==> src/rtl/twiddle_convert8_pkg.sv <==
// Shared FFT types and helpers: quadrant enum, twiddle control word,
// full-scale constants and saturating negation.
package twiddle_convert8_pkg;

  typedef enum logic [1:0] {Q0, Q1, Q2, Q3} quad_e;

  typedef struct packed {
    logic  valid;
    quad_e q;
    logic  swap;
    logic  zero;
  } ctl_t;

  localparam int unsigned CTL_W = $bits(ctl_t);
  // Working width for sign-extended component arithmetic; WIDTH must stay below it.
  localparam int unsigned SAT_W = 32;

  function automatic logic signed [SAT_W-1:0] max_pos(input int unsigned w);
    return (32'sd1 <<< (w - 1)) - 32'sd1;
  endfunction

  function automatic logic signed [SAT_W-1:0] max_neg(input int unsigned w);
    return -(32'sd1 <<< (w - 1));
  endfunction

  // -x in w-bit two's complement, clamping the single overflow case.
  function automatic logic signed [SAT_W-1:0] sat_neg(input logic signed [SAT_W-1:0] x,
                                                      input int unsigned w);
    if (x == max_neg(w)) return max_pos(w);
    return -x;
  endfunction

endpackage

==> src/rtl/tc8_delay.sv <==
// Fixed-depth shift register with async active-low clear, no stall.
module tc8_delay #(
  parameter int unsigned W     = 1,
  parameter int unsigned DEPTH = 1
) (
  input  logic         clock,
  input  logic         reset_n,
  input  logic [W-1:0] d,
  output logic [W-1:0] q
);

  logic [W-1:0] pipe [DEPTH];

  always_ff @(posedge clock or negedge reset_n) begin
    if (!reset_n) begin
      for (int unsigned i = 0; i < DEPTH; i++) pipe[i] <= '0;
    end else begin
      pipe[0] <= d;
      for (int unsigned i = 1; i < DEPTH; i++) pipe[i] <= pipe[i-1];
    end
  end

  assign q = pipe[DEPTH-1];

endmodule

==> src/rtl/twiddle_convert8.sv <==
// Twiddle symmetry converter: folds index k onto an eighth/quarter-wave
// table and rebuilds the full-circle twiddle from the returned entry.
module twiddle_convert8
  import twiddle_convert8_pkg::*;
#(
  parameter int unsigned LOG_N  = 6,
  parameter int unsigned WIDTH  = 16,
  parameter int unsigned OCTANT = 1,
  parameter int unsigned TB_LAT = 1,
  parameter int unsigned OUT_FF = 1
) (
  input  logic                    clock,
  input  logic                    reset_n,
  input  logic                    di_en,
  input  logic [LOG_N-1:0]        tw_addr,
  output logic [LOG_N-3:0]        tb_addr,
  input  logic signed [WIDTH-1:0] tb_re,
  input  logic signed [WIDTH-1:0] tb_im,
  output logic                    do_en,
  output logic signed [WIDTH-1:0] tc_re,
  output logic signed [WIDTH-1:0] tc_im,
  output logic                    tc_one
);

  localparam int unsigned M_W     = LOG_N - 2;
  localparam int unsigned QUARTER = 1 << M_W;
  localparam int unsigned EIGHTH  = 1 << (LOG_N - 3);

  logic [M_W-1:0]          m;
  logic                    swap_c;
  ctl_t                    ctl_in;
  logic [CTL_W-1:0]        ctl_dly_bits;
  ctl_t                    ctl_dly;
  logic signed [SAT_W-1:0] r0, i0, r1, i1, rr, ri;
  logic signed [WIDTH-1:0] conv_re_c, conv_im_c;
  logic                    conv_one_c;

  // Fold the in-quadrant offset onto the stored table range.
  always_comb begin
    m       = tw_addr[M_W-1:0];
    swap_c  = (OCTANT != 0) && (32'(m) > EIGHTH);
    tb_addr = swap_c ? M_W'(QUARTER - 32'(m)) : m;
    ctl_in  = '{valid: di_en,
                q:     quad_e'(tw_addr[LOG_N-1 -: 2]),
                swap:  swap_c,
                zero:  (m == '0)};
  end

  tc8_delay #(.W(CTL_W), .DEPTH(TB_LAT)) u_ctl_dly (
    .clock   (clock),
    .reset_n (reset_n),
    .d       (ctl_in),
    .q       (ctl_dly_bits)
  );

  assign ctl_dly = ctl_t'(ctl_dly_bits);

  // Unfold the octant swap, rotate by (-j)^q, then patch the exact axis points.
  always_comb begin
    r0         = {{(SAT_W-WIDTH){tb_re[WIDTH-1]}}, tb_re};
    i0         = {{(SAT_W-WIDTH){tb_im[WIDTH-1]}}, tb_im};
    r1         = r0;
    i1         = i0;
    rr         = '0;
    ri         = '0;
    conv_one_c = 1'b0;
    if (ctl_dly.swap) begin
      r1 = sat_neg(i0, WIDTH);
      i1 = sat_neg(r0, WIDTH);
    end
    case (ctl_dly.q)
      Q0: begin rr = r1;                 ri = i1;                 end
      Q1: begin rr = i1;                 ri = sat_neg(r1, WIDTH); end
      Q2: begin rr = sat_neg(r1, WIDTH); ri = sat_neg(i1, WIDTH); end
      Q3: begin rr = sat_neg(i1, WIDTH); ri = r1;                 end
    endcase
    if (ctl_dly.zero) begin
      case (ctl_dly.q)
        Q0: begin rr = '0;             ri = '0;             conv_one_c = 1'b1; end
        Q1: begin rr = '0;             ri = max_neg(WIDTH); end
        Q2: begin rr = max_neg(WIDTH); ri = '0;             end
        Q3: begin rr = '0;             ri = max_pos(WIDTH); end
      endcase
    end
    conv_re_c = WIDTH'(rr);
    conv_im_c = WIDTH'(ri);
  end

  if (OUT_FF != 0) begin : g_out_ff
    always_ff @(posedge clock or negedge reset_n) begin
      if (!reset_n) begin
        do_en  <= 1'b0;
        tc_re  <= '0;
        tc_im  <= '0;
        tc_one <= 1'b0;
      end else begin
        do_en <= ctl_dly.valid;
        if (ctl_dly.valid) begin
          tc_re  <= conv_re_c;
          tc_im  <= conv_im_c;
          tc_one <= conv_one_c;
        end
      end
    end
  end else begin : g_out_comb
    // Zeroed while invalid so reset shows all-zero outputs.
    always_comb begin
      do_en  = ctl_dly.valid;
      tc_re  = ctl_dly.valid ? conv_re_c : '0;
      tc_im  = ctl_dly.valid ? conv_im_c : '0;
      tc_one = ctl_dly.valid & conv_one_c;
    end
  end

endmodule

==> config.mk <==
export PLATFORM = sky130hd
export DESIGN_NAME = twiddle_convert8
export DESIGN_NICKNAME = d
export VERILOG_FILES = /design/src/rtl/twiddle_convert8_pkg.sv /design/src/rtl/tc8_delay.sv /design/src/rtl/twiddle_convert8.sv
export SDC_FILE = /design/constraint.sdc
export NUM_CORES = 1
export LEC_CHECK = 0
export BUFFER_PORTS_ARGS = -buffer_cell sky130_fd_sc_hd__buf_2
export CAP_MARGIN = 20
export CORE_MARGIN = 2
export CORE_UTILIZATION = 58
export CTS_BUF_LIST = sky130_fd_sc_hd__clkbuf_16
export CTS_CLUSTER_DIAMETER = 120
export DETAILED_ROUTE_END_ITERATION = 10
export HOLD_SLACK_MARGIN = 0.08
export PLACE_DENSITY = 0.88
export SLEW_MARGIN = 10
export SYNTH_ARGS = -nofsm -noshare
export SYNTH_HDL_FRONTEND = slang
export SYNTH_SLANG_ARGS = --single-unit
==> constraint.sdc <==
create_clock -name clock -period 4.5 [get_ports clock]
set_clock_uncertainty 0.2 [all_clocks]
set_input_delay 0.45 -clock clock [delete_from_list [all_inputs] [get_ports clock]]
set_output_delay 0.45 -clock clock [all_outputs]
set_load 0.02 [all_outputs]
==> results.yml <==
cells_and_area:
  stdcell_count: 800
  drive_above_1_share: 0.2063
  nFillCells: 676
  diodes: 0
  syn_to_final_growth_pct: 14.17
  layout.nets: 745
sta:
  timing.fmax_mhz: 247.3
  rsz0062_at_grt: "false"
  maxSlewViolCount: 0
  slew_headroom: 0.3331
  period_minus_slack_ns: 4.044
  fin_tns_setup_ns: 0
  period_share: 0.8986
  hold_violations: 0
  setup_viol: 0
  tightest_slew_ns: 0.9992
critical_path:
  setup.worst_path.start_class: "primary input"
  cp_slowest_cell: "o31ai_1"
  end_kind: "register"
  cp.arrival_ns: 3.98
  worstPathCellList: "buf_2, inv_1, ha_1, nor3b_2, nand4_2, nor2_1, nor2_1, ha_1, inv_1, a311o_1, nor4b_1, buf_4, nand2b_1, nor4_1, buf_4, o31ai_1, o221ai_1"
  criticalPathCategory: "primary input to register"
  required_ns: 4.43
  slowest_delay_ns: 0.53
  crit_fanout: 13
job:
  cap_violations: 0
route:
  wl_per_cell_um: 20.92
  vias_per_cell: 6.970
  num_vias: 5576
  ant_nets: 0
  wl_mm: 16.74
  drtIter0Drc: 657
  route.detailed.drc: 0
  drt-pass1-iter-count: 8
synthesis:
  synth-seq-cells: 39
  synth_xor_area_frac: 0.03954
  synth_edf_count: 0
  netlist_instances: 626
  synth_top_cell_by_area: "dfrtp_1"
  ys.flop_type: "dfrtp_1"
  synthesis.nets: 674
  synth-compound-area-share: 0.3185
  ys_seq_area_frac: 0.2098
  syn_area_sq_mm: 0.004652
  synth_common_cells: "63 x nand2_1, 46 x nor2_1, 41 x o21ai_0"
  synth.yosys.warnings: 0
  synth_simple_gate_area_frac: 0.3117
  yosysMostFrequentCell: "nand2_1"
  synth_fa_ha_area_frac: 0.01883
  syn_avg_cell_area_sq_um: 7.431
  synthTopCellsByArea: "dfrtp_1 21%, nand2_1 5.1%, o21ai_0 4.4%"
  post_synth_num_cell_types: 78
  synth_top_area_frac: 0.2098
  synth_top_family_by_area: "compound AO/OA/AOI/OAI gates"
  synthMuxAreaShare: 0.02448
  synthArstFlopShare: 1.000
clock_network:
  h-tree-depth: 2
  ctsHoldBuffers: 2
  insertion_delay_ns: 0.29
  cts.path.max_buffers: 2
  ctsResizeCount: 0
  cts_setup_buffers: 0
  clock-root-buffer: "clkbuf_16"
  clkSlewWorstSetupHoldPaths_ns: 0.06
  cts_sinks: 39
  cts_buffers: 5
  cts_tree: "yes"
grt:
  grt_pass1_vias: 5003
  grt_max_degree: 60
  antenna_found_initial: 0
  grt.overflow.total: 0
  grt_usage: 0.3817
  grt_pass1_wl_mm: 26.26
power_and_ir_drop:
  power_leakage_nw: 2.172
  sw_frac_of_total: 0.3797
  powerDensity_mw_per_mm2: 257.1
  p_sw_uw: 518.4
  p_int_uw: 846.9
  finalPower_mw: 1.365
  pwr-share-seq: 0.310
  pwr-share-comb: 0.391
  vdd_drop_max_v: 0.0002113
  p_clk_frac: 0.299
placement:
  dpl.cell_count: 790
  place_hpwl_mm: 12.65
  numPortBuffers: 78
  place_congestion: 0.9906
floorplanning:
  die_height_um: 93.56
  fp.coreArea_sq_mm: 0.007767
  num_rows: 32
  initial_core_util: 0.5989
  die_w_um: 93.56
  ios: 79
  die-area_sq_mm: 0.008753
hold_path:
  min_path_type: "primary input to async pin"
outcome:
  outcome: "complete, no violations"
routing by layer:
metal  vias to the layer above  share of wire  track usage
met5                         -              0            0
met2                       391           0.45       0.6013
li1                       2536              -            -
met1                      2584           0.40       0.5206
met3                        65           0.10      0.06769
met4                         0          0.042       0.1486
state kept, by name, summed over array words and instances, names as in the netlist:
register     cells
tc_one           1
do_en            1
u_ctl_dly.q      5
tc_im           16
tc_re           16
placed cells by master, fill, tap and decap left out, types with 16 or more instances in the layout:
master,n
buf_4,29
nor3_1,21
nand2_1,63
buf_2,78
nand3_1,20
dfrtp_1,39
o21ai_0,41
nor2_1,46
inv_1,24
nor4_1,16
a21oi_1,29
cells by family (layout without fill, tap and decap cells):
logic type | count (synthesis) | after routing
AO/OA/AOI/OAI | 213 | 213
XOR/XNOR | 21 | 21
adder cells (fa/ha/maj) | 7 | 7
buffers and inverters | 70 | 142
flip-flops | 39 | 39
multiplexers | 11 | 11
AND/OR/NAND/NOR | 265 | 265
final timing paths:
kind | from | to | slack (ns) | cells past startpoint
worst min-delay path | reset_n | tc_re[14] | 0.08 | 1
min in group clock | tw_addr[5] | u_ctl_dly.q[3] | 0.09 | 1
worst max-delay path | tb_re[0] | tc_re[1] | 0.46 | 17
max in group asynchronous | reset_n | tc_re[4] | 3.46 | 1
worst max register to register | u_ctl_dly.q[1] | tc_re[13] | 0.65 | 10
worst min register to register | tc_re[8] | tc_re[8] | 0.30 | 2
worst max-delay path, delay by kind of cell:
| kind | cells | cell delay (ns) |
|---|---|---|
| AO/OA/AOI/OAI | 3 | 0.96 |
| adder cells (fa/ha/maj) | 2 | 0.44 |
| buffers and inverters | 5 | 0.70 |
| AND/OR/NAND/NOR | 7 | 1.42 |
power by group through the flow:
stage | Combinational (mW) | Sequential (mW) | Clock, mW
after floorplan | 0.290 | 0.482 | 0
after global placement | 0.507 | 0.426 | 0
after detailed placement | 0.516 | 0.429 | 0
after CTS | 0.521 | 0.423 | 0.407
after global routing | 0.575 | 0.428 | 0.423
final | 0.534 | 0.424 | 0.408
per-stage QoR:
step	cell area [sq um]	setup WS, ns	hold slack, ns	utilization
detailed placement	5122	0.3259	0.2855	0.6595
global route	5311	0.1086	0.08672	0.6838
global placement	5122	0.3554	0.2764	0.6595
CTS	5311	0.6144	0.09300	0.6838
finish	5311	0.4564	0.07615	0.6838
floorplan	4652	0.3952	-0.04559	-
layout make-up:
type | instances | area (sq um) | share of cell area
inverter | 25 | 93.84 | 0.01767
sequential | 39 | 975.9 | 0.1837
tap | 102 | 127.6 | 0.02403
clock buffer | 5 | 125.1 | 0.02356
multi-input combinational | 517 | 3317 | 0.6245
timing repair buffer | 109 | 628.1 | 0.1183
clock inverter | 3 | 43.79 | 0.008245
Power figures use the tool's default switching activity.
